`config.mk`:
```
export PLATFORM = sky130hd
export DESIGN_NAME = wb_trace_buffer_flat
export DESIGN_NICKNAME = d
export VERILOG_FILES = /design/src/rtl/wb_trace_pkg.sv /design/src/rtl/wb_trace_buffer_if.sv /design/src/rtl/trace_fifo.sv /design/src/rtl/wb_trace_buffer.sv /design/src/flat_wrapper.sv
export SDC_FILE = /design/constraint.sdc
export NUM_CORES = 1
export LEC_CHECK = 0
export BUFFER_PORTS_ARGS = -buffer_cell sky130_fd_sc_hd__buf_2
export CORE_MARGIN = 8
export CORE_UTILIZATION = 50
export DETAILED_ROUTE_END_ITERATION = 7
export PLACE_DENSITY_LB_ADDON = 0.25
export SYNTH_ARGS = -nofsm -noshare
export SYNTH_HDL_FRONTEND = slang
export SYNTH_SLANG_ARGS = --single-unit
```
`constraint.sdc`:
```
create_clock -name clk -period 8.5 [get_ports clk]
set_clock_uncertainty 0.1 [all_clocks]
set_input_delay 1.275 -clock clk [delete_from_list [all_inputs] [get_ports clk]]
set_output_delay 1.275 -clock clk [all_outputs]
set_load 0.03 [all_outputs]
```
`src/rtl/wb_trace_pkg.sv`:
```
// Shared types and constants for the write-back trace buffer.
//   CYC_W   : width of the free-running cycle stamp
//   DROP_W  : width of the saturating drop counter
//   REG_W   : architectural register index width
package wb_trace_pkg;

  localparam int unsigned CYC_W  = 16;
  localparam int unsigned DROP_W = 8;
  localparam int unsigned REG_W  = 5;

  typedef struct packed {
    logic [4:0]       reg_num;
    logic [31:0]      data;
    logic [CYC_W-1:0] cycle;
  } trace_entry_t;

  // Increment that sticks at all-ones instead of wrapping.
  function automatic logic [DROP_W-1:0] sat_inc(input logic [DROP_W-1:0] value);
    return (&value) ? value : value + 1'b1;
  endfunction

endpackage

```
`src/rtl/wb_trace_buffer_if.sv`:
```
// Show-ahead valid/ready trace port between the trace buffer and a debug sink.
//   master : buffer side, drives valid and head-entry fields, receives ready
//   slave  : sink side, receives valid and head-entry fields, drives ready
interface wb_trace_buffer_if #(
  parameter int unsigned DATA_W = 32
);
  import wb_trace_pkg::*;

  logic                  trc_valid;
  logic                  trc_ready;
  logic [REG_W-1:0]      trc_reg_num;
  logic [DATA_W-1:0]     trc_reg_data;
  logic [CYC_W-1:0]      trc_cycle;

  modport master (
    output trc_valid,
    output trc_reg_num,
    output trc_reg_data,
    output trc_cycle,
    input  trc_ready
  );

  modport slave (
    input  trc_valid,
    input  trc_reg_num,
    input  trc_reg_data,
    input  trc_cycle,
    output trc_ready
  );

endinterface

```
`src/rtl/trace_fifo.sv`:
```
// Generic show-ahead synchronous FIFO.
//   clk_i, rst_ni : clock, asynchronous active-low reset
//   clear_i       : synchronous flush; overrides push and pop in the same cycle
//   push_i/data_i : write request and data (ignored when full unless popping)
//   pop_i         : read request (ignored when empty)
//   data_o        : head entry, forced to zero while empty
//   full_o, empty_o, count_o : occupancy status (count_o runs 0..Depth)
module trace_fifo #(
  parameter int unsigned Depth = 16,
  parameter int unsigned Width = 53,
  localparam int unsigned AddrW = $clog2(Depth)
) (
  input  logic             clk_i,
  input  logic             rst_ni,
  input  logic             clear_i,
  input  logic             push_i,
  input  logic [Width-1:0] data_i,
  input  logic             pop_i,
  output logic [Width-1:0] data_o,
  output logic             full_o,
  output logic             empty_o,
  output logic [AddrW:0]   count_o
);

  logic [Width-1:0] mem_q [Depth];
  logic [AddrW-1:0] wr_ptr_q, wr_ptr_d;
  logic [AddrW-1:0] rd_ptr_q, rd_ptr_d;
  logic [AddrW:0]   count_q, count_d;
  logic             do_push, do_pop;

  assign full_o  = (count_q == (AddrW+1)'(Depth));
  assign empty_o = (count_q == '0);
  assign count_o = count_q;

  // Zero the head while empty so the port reads all-zero after reset.
  assign data_o = empty_o ? '0 : mem_q[rd_ptr_q];

  always_comb begin
    do_pop   = pop_i && !empty_o && !clear_i;
    // A pop in the same cycle frees the slot, so a full FIFO still accepts.
    do_push  = push_i && !clear_i && (!full_o || do_pop);
    wr_ptr_d = wr_ptr_q;
    rd_ptr_d = rd_ptr_q;
    count_d  = count_q;
    if (clear_i) begin
      wr_ptr_d = '0;
      rd_ptr_d = '0;
      count_d  = '0;
    end else begin
      if (do_push) wr_ptr_d = wr_ptr_q + 1'b1;
      if (do_pop)  rd_ptr_d = rd_ptr_q + 1'b1;
      unique case ({do_push, do_pop})
        2'b10:   count_d = count_q + 1'b1;
        2'b01:   count_d = count_q - 1'b1;
        default: count_d = count_q;
      endcase
    end
  end

  always_ff @(posedge clk_i or negedge rst_ni) begin
    if (!rst_ni) begin
      wr_ptr_q <= '0;
      rd_ptr_q <= '0;
      count_q  <= '0;
    end else begin
      wr_ptr_q <= wr_ptr_d;
      rd_ptr_q <= rd_ptr_d;
      count_q  <= count_d;
    end
  end

  // Storage needs no reset: it is only visible through data_o when non-empty.
  always_ff @(posedge clk_i) begin
    if (do_push) mem_q[wr_ptr_q] <= data_i;
  end

endmodule

```
`src/rtl/wb_trace_buffer.sv`:
```
// Write-back trace buffer: captures every retired non-x0 register write, stamps
// it with a free-running cycle count and queues it for a debug sink. Never
// stalls the core; writes arriving while full are dropped and counted.
//   clk, reset            : clock, asynchronous active-low reset
//   reg_write_sig/reg_num/reg_data : core write-back observation
//   clear                 : synchronous flush of queue, overflow and drop count
//   trc                   : show-ahead valid/ready trace port (master side)
//   count                 : queue occupancy 0..DEPTH
//   overflow, drop_cnt    : sticky drop flag and saturating drop counter
module wb_trace_buffer
  import wb_trace_pkg::*;
#(
  parameter int unsigned DEPTH  = 16,
  parameter int unsigned DATA_W = 32
) (
  input  logic                     clk,
  input  logic                     reset,
  input  logic                     reg_write_sig,
  input  logic [REG_W-1:0]         reg_num,
  input  logic [DATA_W-1:0]        reg_data,
  input  logic                     clear,
  wb_trace_buffer_if.master        trc,
  output logic [$clog2(DEPTH):0]   count,
  output logic                     overflow,
  output logic [DROP_W-1:0]        drop_cnt
);

  localparam int unsigned EntryW = REG_W + DATA_W + CYC_W;

  logic [CYC_W-1:0]  cyc_q;
  logic              overflow_q, overflow_d;
  logic [DROP_W-1:0] drop_cnt_q, drop_cnt_d;
  logic              capture, pop, drop;
  logic              full, empty;
  logic [EntryW-1:0] entry_in, entry_out;

  assign capture  = reg_write_sig && (reg_num != '0);
  assign entry_in = {reg_num, reg_data, cyc_q};

  trace_fifo #(
    .Depth (DEPTH),
    .Width (EntryW)
  ) u_fifo (
    .clk_i   (clk),
    .rst_ni  (reset),
    .clear_i (clear),
    .push_i  (capture),
    .data_i  (entry_in),
    .pop_i   (trc.trc_ready),
    .data_o  (entry_out),
    .full_o  (full),
    .empty_o (empty),
    .count_o (count)
  );

  assign trc.trc_valid = !empty;
  assign {trc.trc_reg_num, trc.trc_reg_data, trc.trc_cycle} = entry_out;

  assign pop  = !empty && trc.trc_ready;
  // A simultaneous pop makes room, and clear suppresses the push entirely.
  assign drop = capture && full && !pop && !clear;

  always_comb begin
    overflow_d = overflow_q;
    drop_cnt_d = drop_cnt_q;
    if (clear) begin
      overflow_d = 1'b0;
      drop_cnt_d = '0;
    end else if (drop) begin
      overflow_d = 1'b1;
      drop_cnt_d = sat_inc(drop_cnt_q);
    end
  end

  always_ff @(posedge clk or negedge reset) begin
    if (!reset) begin
      cyc_q      <= '0;
      overflow_q <= 1'b0;
      drop_cnt_q <= '0;
    end else begin
      cyc_q      <= cyc_q + 1'b1;
      overflow_q <= overflow_d;
      drop_cnt_q <= drop_cnt_d;
    end
  end

  assign overflow = overflow_q;
  assign drop_cnt = drop_cnt_q;

endmodule

```
`src/flat_wrapper.sv`:
```
// flat-port wrapper written by rule: the top's interface ports become plain ports
module wb_trace_buffer_flat import wb_trace_pkg::*;
#(
  parameter int unsigned DEPTH  = 16,
  parameter int unsigned DATA_W = 32
)
  (clk, reset, reg_write_sig, reg_num, reg_data, clear, count, overflow, drop_cnt, trc_trc_valid, trc_trc_reg_num, trc_trc_reg_data, trc_trc_cycle, trc_trc_ready);
  wb_trace_buffer_if #(.DATA_W(DATA_W)) trc_i ();
  input  logic clk;
  input  logic reset;
  input  logic reg_write_sig;
  input  logic [REG_W-1:0] reg_num;
  input  logic [DATA_W-1:0] reg_data;
  input  logic clear;
  output logic [$clog2(DEPTH):0] count;
  output logic overflow;
  output logic [DROP_W-1:0] drop_cnt;
  output wire logic [$bits(trc_i.trc_valid)-1:0] trc_trc_valid;
  output wire logic [$bits(trc_i.trc_reg_num)-1:0] trc_trc_reg_num;
  output wire logic [$bits(trc_i.trc_reg_data)-1:0] trc_trc_reg_data;
  output wire logic [$bits(trc_i.trc_cycle)-1:0] trc_trc_cycle;
  input wire logic [$bits(trc_i.trc_ready)-1:0] trc_trc_ready;
  assign trc_trc_valid = trc_i.trc_valid;
  assign trc_trc_reg_num = trc_i.trc_reg_num;
  assign trc_trc_reg_data = trc_i.trc_reg_data;
  assign trc_trc_cycle = trc_i.trc_cycle;
  assign trc_i.trc_ready = trc_trc_ready;
  wb_trace_buffer #(.DEPTH(DEPTH), .DATA_W(DATA_W)) u_core (.clk(clk), .reset(reset), .reg_write_sig(reg_write_sig), .reg_num(reg_num), .reg_data(reg_data), .clear(clear), .trc(trc_i), .count(count), .overflow(overflow), .drop_cnt(drop_cnt));
endmodule
```
Word level (Yosys, flattened, before mapping). Memories as Yosys holds them, arrays and structs flattened. Cells that the tools add are included.

Register bits after elaboration: 38. Latch bits: 0. Memory bits (writable): 848. Memory bits (read-only): 0. Bits of input ports: 42. Output and inout bits: 68. Word-level logic and storage cells: 52. Memories: 1.

Add/sub/neg operators: 6. $mul: 0. Divide/modulo/power cells: 0. Magnitude comparators: 0. Eq/ne operators: 4. Shift-type cells: 0. Muxes and demuxes: 14. Bitwise operators: 0. Reduce and logical (&&, ||, !) cells: 21.

Memory list: u_core.u_fifo.mem_q (depth 16, bits a word 53, read ports 1, clocked after Yosys merged registers in 0, write ports 1, RTL line trace_fifo.sv:25) `logic [Width-1:0] mem_q [Depth];`.

Operators by type and width (count): $mux 53 (1); $mux 8 (3); $add 16x1->16 const B (1); $mux 4 (4); $pmux 5 s2 (1); $add 4x1->4 const B (2); $add 8x1->8 const B (1); $logic_and 1x1->1 (8); $reduce_and 8->1 (1); $reduce_bool 2->1 (3); $add 5x1->5 const B (1); $eq 5x5->1 const B (1); $logic_not 5->1 (1); $mux 5 (1); $reduce_bool 5->1 (1); $sub 5x1->5 const B (1); $logic_not 1->1 (4); $mux 1 (4); $reduce_bool 3->1 (1); $eq 2x1->1 const B (1); $eq 2x2->1 const B (1); $ne 2x2->1 const B (1); $reduce_and 2->1 (1); $logic_or 1x1->1 (1).

Logic depth before layout (Yosys ltp). Gate-level depths: netlist (run 1).

Depth after elaboration: 9. Depth in mapped cells: 11. Mapped depth without buffers: 11.

By module. A second synthesis (run 1) with hierarchy kept.

Cells, all modules: 1530. Area, all modules: 34180.3 um^2.

By module, submodules not included: trace_fifo (instances 1, cells an instance 1416, area each 32937.8 um^2, sequential area each 25789.7 um^2); wb_trace_buffer (instances 1, cells an instance 114, area each 1242.4 um^2, sequential area each 625.6 um^2).

Worst setup path after synthesis (run 1). OpenSTA, ideal clock, no wires.

Path type: input to register. Start point: input port trc_trc_ready. End point: memory u_core.u_fifo.mem_q[4][0] (enable). Arrival: 4.140 ns. Required time: 7.936 ns. Slack: 3.796 ns. Cell stages on the path: 5. Cells stage by stage: nor2b_1 > and2_1 > nor3_1 > nand3b_1 > nor2_1.

Word-level cells in the longest chain between the ends: 6.

Ends and longest elaborated chain: from (decl) (RTL line flat_wrapper.sv:22) `input wire logic [$bits(trc_i.trc_ready)-1:0] trc_trc_ready;`; $logic_and 1x1->1 (2 in a row) (RTL line trace_fifo.sv:39) `do_pop = pop_i && !empty_o && !clear_i;`; $logic_or 1x1->1 (RTL line trace_fifo.sv:41) `do_push = push_i && !clear_i && (!full_o || do_pop);`; $logic_and 1x1->1 (RTL line trace_fifo.sv:41); $mux 1 (RTL line trace_fifo.sv:74) `if (do_push) mem_q[wr_ptr_q] <= data_i;`; $mux 1 (implied by the code) (RTL line trace_fifo.sv:74); to (decl) (RTL line trace_fifo.sv:25).

No other way between the ends.

Final worst setup path (run 1).
Start point: register u_core.u_fifo.rd_ptr_q[0]. End point: output port trc_trc_cycle[12].

Word-level cells in the longest chain between the ends: 2.

Ends and longest elaborated chain: from (decl) (RTL line trace_fifo.sv:27) `logic [AddrW-1:0] rd_ptr_q, rd_ptr_d;`; from (signal assigned) (RTL line trace_fifo.sv:67) `rd_ptr_q <= rd_ptr_d;`; $mem_v2 16x53; $mux 53 (RTL line trace_fifo.sv:36) `assign data_o = empty_o ? '0 : mem_q[rd_ptr_q];`; to (decl) (RTL line flat_wrapper.sv:21) `output wire logic [$bits(trc_i.trc_cycle)-1:0] trc_trc_cycle;`.

No other way between the ends.

==> reports/qor.csv, run 1 <==
metric,value,unit
status,completed,
rsz0062_at_grt,no,
synth_edf_count,848,
hold_viol,0,
synth_nets,1495,
cts.path.max_buffers,3,
required,7.12,ns
crit_path_frequent_cell,mux4_2,
synth_top_area_share,74.4,%
critPathTopFamily,multiplexers,
fin_crit_sh,57.6,%
vias_per_cell,6.03,
start_util,50.2,%
syn2layout_area_growth,13.2,%
r2r-start,u_core.u_fifo.count_o[1]$_DFFE_PN0P_,
leakagePower,12.2,nW
cts_tree,built,
cap_viol_max_count,0,
synth_ff_type,edfxtp_1,
drtIter0Drc,1431,
floorplan.core_area,68200,um2
met3_usage,3.33,%
async_flop_share,4.29,%
yosysSeqAreaShare,77.2,%
ir_drop,0.000205,V
place_inst,2388,
critPathArrivalTime,3.52,ns
fillCellCount,4902,
synthCells,1442,
final_core_util,56.8,%
stdcell_count,2557,
worstSetupPathType,reg2out,
drcViolationCount,0,
synth.most_common_cell,edfxtp_1,
rows,96,
numPortBuffers,109,
timing.fmax,204,MHz
setup_violations,0,
cts.repair.resized,0,
final.setup.tns,0,ns
grt_use_met2,31.8,%
drive_gt1_share,33.4,%
hold_class,reg2reg,
grt.total_usage,19.0,%
fp.dieW,278,um
critPathBufInv,2,
pin_count,110,
avgRoutedWirePerCell,28.5,um
tightest_slew,1.13,ns
gr-total-overflow,0,
htreeDepth,3,
cp-startpoint,u_core.u_fifo.rd_ptr_q[0]$_DFFE_PN0P_,
cp_cell_sequence,"buf_4, mux4_2, mux4_2, and2_1, buf_2",
finalPower,10.8,mW
final_cell_area,38700,um2
use_met1,26.1,%
synth-seq-cells,886,
synth_area,34200,um2
cts.clk_slew.worst_paths,0.06,ns
yosysWarnings,0,
slew_violations,0,
r2r_setup_slack,5.01,ns
synth.area.top_cells,"edfxtp_1 74%, mux4_2 17%, dfrtp_1 2.8%",
synth_top_cell_by_area,edfxtp_1,
worstPathMaxFanout,52,
avgSynthCellArea,23.7,um2
routabilityCongestion,0.698,
vias,15400,
grt_pass1_vias,16600,
grt-busiest-layer,met2,
worst_path_max_delay_cell,buf_4,
ant_nets,0,
cts_buffers,91,
p_per_area,278,nW/um2
max_stage_delay,0.82,ns
wl,72.9,mm
antenna_found_initial,7,
synth_cell_type_count,41,
design.die.area,77100,um2
die_y,278,um
drt_pass1_iterations,5,
clock-root-buffer,clkbuf_16,
hpwl,35.0,mm
fin_nets,1652,
grt_pass1_wl,108,mm
cts-hold-fix-buffers,0,
postCtsSetupBuffers,0,
dpl_cell_area,35700,um2
grt_max_degree,141,
cp-end-kind,primary output,
slew_headroom,24.7,%
hold_start,u_core.overflow$_DFFE_PN0P_,
clkLatencyLatePin,0.62,ns
critPathLaunchType,flop,
cts_sinks,886,
layout_min_cycle_time,4.89,ns
yosys-top-cells-count,"848 x edfxtp_1, 265 x mux4_2, 66 x and2_1",
[layout by cell type, fill, tap and decap left out, types with 12 or more instances in the layout]
cell       Yosys  final
buf_2          8    109
clkinv_2       0     20
mux4_2       265    265
nor2_1        30     26
clkbuf_1      33     17
buf_4          1     21
edfxtp_1     848    848
clkbuf_16      0     95
nand2_1       12     12
dfrtp_1       38     34
and2_4         0     12
inv_1         13     13
clkinv_1       0     16
xnor2_1       19     19
and2_1        66     54
[per-stage QoR]
stage | worst slack (ns) | hold WS (ns)
after detailed placement | 4.00 | 0.420
after global routing | 3.37 | 0.483
final | 3.61 | 0.424
after floorplan | 3.80 | 0.450
after global placement | 4.08 | 0.403
after CTS | 3.48 | 0.432
[cell type report]
type | count | area [um2] | share of cell area [%]
clock buffer | 114 | 2470 | 6.37
inverter | 13 | 48.8 | 0.126
tap | 882 | 1100 | 2.85
antenna | 2 | 5.00 | 0.0129
timing repair buffer | 133 | 763 | 1.97
sequential | 886 | 26400 | 68.2
multi-input combinational | 474 | 7400 | 19.1
clock inverter | 53 | 522 | 1.35
[worst paths after layout]
check / endpoint / cells after the start
setup / recovery: trc_trc_cycle[12] / 5
hold / removal: u_core.overflow$_DFFE_PN0P_ / 2
setup reg to reg: u_core.u_fifo.count_o[4]$_DFFE_PN0P_ / 12
hold reg to reg: u_core.overflow$_DFFE_PN0P_ / 2
max in group asynchronous: u_core.u_fifo.rd_ptr_q[0]$_DFFE_PN0P_ / 1
min in group asynchronous: u_core.drop_cnt[7]$_DFFE_PN0P_ / 1
[worst min-delay path, stage by stage, from the launching register on]
cell     delay [ns]
dfrtp_1        0.38
inv_1          0.05
a21oi_1        0.05
[metal layers]
layer | up-vias | part of all wire, % | wire [um]
met4 | 4 | 1.5 | 1120
met2 | 517 | 50 | 36700
met5 | - | 0.036 | 26
li1 | 6414 | - | -
met1 | 8398 | 41 | 30200
met3 | 87 | 6.6 | 4820
[flip-flops by register name (all words and copies together) (netlist names)]
name / cells
u_core.u_fifo.count_o: 5
u_core.u_fifo.wr_ptr_q: 4
u_core.overflow: 1
u_core.cyc_q: 16
u_core.u_fifo.rd_ptr_q: 4
u_core.drop_cnt: 8
u_core.u_fifo.mem_q: 848
[power by group]
group          total (mW)  switching, mW  internal, mW
clock network        3.96           1.60          2.36
registers            4.85         0.0351          4.82
logic                1.96           1.13         0.824
total                10.8           2.77          8.00
[cell families after synthesis]
kind of cell | share of synthesized area [%]
mux | 17.6
compound gates | 0.293
xor+xnor | 0.691
flops | 77.2
buf+inv | 1.35
fa+ha+maj | 0.424
simple gates | 2.44
Power figures use the tool's default switching activity.
==> run 2, diff against run 1 <==
- ABC_AREA: default -> 1
- clock period: 8.5 -> 4.4 ns (I/O delays scaled with it)
==> reports/qor.csv, run 2 <==
metric,value,unit,change
critPathArrivalTime,3.36,ns,was 3.52 ns
hold_viol,0,,unchanged
rows,97,,was 96
syn2layout_area_growth,13.2,%,about the same
pin_count,110,,unchanged
final_core_util,57.2,%,was 56.8%
clkLatencyLatePin,0.64,ns,was 0.62 ns
vias,22600,,was 15400
grt_pass1_wl,133,mm,was 108 mm
postCtsSetupBuffers,0,,unchanged
cts_tree,built,,unchanged
synth_top_area_share,71.8,%,was 74.4%
die_y,282,um,was 278 um
avgRoutedWirePerCell,22.7,um,was 28.5 um
cp-end-kind,primary output,,unchanged
final.setup.tns,0,ns,unchanged
top_register,u_core.u_fifo.mem_q,,unchanged
synth-seq-cells,886,,unchanged
cap_viol_max_count,0,,unchanged
ir_drop,0.000300,V,was 0.000205 V
routabilityCongestion,0.777,,was 0.698
synth_area,35500,um2,was 34200 um2
layout_common_cells,"848 x edfxtp_1, 712 x nor2_1, 237 x o21ai_1",,"was 848 x edfxtp_1, 265 x mux4_2, 109 x buf_2"
critPathLaunchType,flop,,unchanged
largest_reg_flops,848,,unchanged
vias_per_cell,5.85,,was 6.03
synth.area.top_cells,"edfxtp_1 72%, nor2_1 7.7%, o211ai_1 3.4%",,"was edfxtp_1 74%, mux4_2 17%, dfrtp_1 2.8%"
slew_headroom,29.7,%,was 24.7%
critPathBufInv,3,,was 2
start_util,50.5,%,was 50.2%
cts.repair.resized,0,,unchanged
wl,87.6,mm,was 72.9 mm
clock-root-buffer,clkbuf_16,,unchanged
grt_pass1_vias,22500,,was 16600
synthCells,2766,,was 1442
max_stage_delay,0.71,ns,was 0.82 ns
cts_sinks,886,,unchanged
fin_crit_sh,93.7,%,
ant_nets,0,,unchanged
worst_path_max_delay_cell,dfrtp_4,,was buf_4
required,3.64,ns,was 7.12 ns
p_per_area,551,nW/um2,was 278 nW/um2
hold_class,in2async,,was reg2reg
fin_nets,2898,,was 1652
synth_nets,2819,,was 1495
cts.clk_slew.worst_paths,0.06,ns,about the same
post-place-ws,0.870,ns,was 4.00 ns
antenna_found_initial,6,,was 7
yosysWarnings,0,,unchanged
design.die.area,79700,um2,was 77100 um2
cp_cell_sequence,"inv_6, buf_12, o21ai_0, o211ai_1, nand3_1, a21oi_1, buf_2",,"was buf_4, mux4_2, mux4_2, and2_1, buf_2"
synth.most_common_cell,edfxtp_1,,unchanged
drt_pass1_iterations,6,,was 5
numPortBuffers,109,,unchanged
hold_ws,0.0998,ns,was 0.424 ns
drtIter0Drc,2465,,was 1431
yosys-top-cells-count,"848 x edfxtp_1, 728 x nor2_1, 237 x o21ai_1",,"was 848 x edfxtp_1, 265 x mux4_2, 66 x and2_1"
worstSetupPathType,reg2out,,unchanged
layout_min_cycle_time,4.12,ns,
rsz0062_at_grt,no,,unchanged
synth_ff_type,edfxtp_1,,unchanged
hpwl,43.7,mm,was 35.0 mm
leakagePower,13.8,nW,was 12.2 nW
synth_top_cell_by_area,edfxtp_1,,unchanged
gr-total-overflow,0,,unchanged
fp.dieW,282,um,was 278 um
avgSynthCellArea,12.8,um2,was 23.7 um2
cts.path.max_buffers,3,,unchanged
cts-hold-fix-buffers,0,,unchanged
drive_gt1_share,11.4,%,was 33.4%
htreeDepth,3,,unchanged
grt_max_degree,132,,was 141
synth_cell_type_count,28,,was 41
status,completed,,unchanged
drcViolationCount,0,,unchanged
finalPower,22.1,mW,was 10.8 mW
yosysSeqAreaShare,74.5,%,was 77.2%
floorplan.core_area,70100,um2,was 68200 um2
critPathTopFamily,buffers and inverters,,was multiplexers
timing.fmax,243,MHz,
grt.total_usage,21.8,%,was 19.0%
setup_violations,0,,unchanged
tightest_slew,1.06,ns,was 1.13 ns
final_common_cell,edfxtp_1,,unchanged
synth_edf_count,848,,unchanged
worstPathMaxFanout,69,,was 52
async_flop_share,4.29,%,unchanged
slew_violations,0,,unchanged
worst_slack,0.277,ns,was 3.61 ns
cts_buffers,92,,was 91
-- run 2: layer usage --
layer	vias up	track usage (%)	part of all wire (%)	wire, um
met1	11300	29.8	42	37000
met2	891	35.5	48	41800
li1	10300	-	-	-
met3	163	4.12	7.4	6510
met4	4	6.91	2.5	2220
met5	-	0	0.031	27
-- run 2: worst paths after layout --
check	start	endpoint	slack, ns	cells after the start
min reg2reg	u_core.overflow$_DFFE_PN0P_	u_core.overflow$_DFFE_PN0P_	0.40	2
max in group asynchronous	reset	u_core.u_fifo.rd_ptr_q[1]$_DFFE_PN0P_	3.37	1
max	u_core.u_fifo.rd_ptr_q[1]$_DFFE_PN0P_	trc_trc_reg_data[16]	0.28	7
min in group clk	clear	u_core.drop_cnt[0]$_DFFE_PN0P_	0.26	2
max reg2reg	u_core.u_fifo.count_o[4]$_DFFE_PN0P_	u_core.u_fifo.mem_q[2][32]$_DFFE_PP_	1.50	8
min	reset	u_core.drop_cnt[1]$_DFFE_PN0P_	0.1	1
-- run 2: power breakdown --
group / total, mW / leakage [nW] / switching, mW / internal (mW)
combinational: 4.77 / 3.79 / 3.50 / 1.28
clock: 7.84 / 1.52 / 3.14 / 4.70
sequential: 9.51 / 8.54 / 0.127 / 9.38
total: 22.1 / 13.8 / 6.77 / 15.4
-- run 2: cell families after synthesis --
family / Yosys count / share of synthesized area (%)
AND/OR/NAND/NOR: 981 / 11.1
adder cells (fa/ha/maj): 11 / 0.409
buffers and inverters: 208 / 3.01
AO/OA/AOI/OAI: 659 / 10.5
XOR/XNOR: 21 / 0.519
flip-flops: 886 / 74.5
-- run 2: worst register-to-register path: cells and delay by family (launching register included) --
kind          cells  cell delay [ns]
flops             1             0.42
simple gates      6             1.61
buf+inv           2             0.41
-- run 2: layout make-up --
type / count / area, um2
diodes: 4 / 10.0
clock buffers: 114 / 2520
clock inverters: 57 / 572
fillers: 5572 / 30000
inverters: 25 / 109
multi-input cells: 1672 / 8100
flip-flops and latches: 886 / 26400
well taps: 940 / 1180
repair buffers: 168 / 1210
-- run 2: per-stage QoR --
step / instance area, um2 / instances
floorplan: 35500 / 2766
global placement: 37000 / 3691
detailed placement: 37000 / 3691
CTS: 40100 / 3862
global route: 40100 / 3862
finish: 40100 / 3866
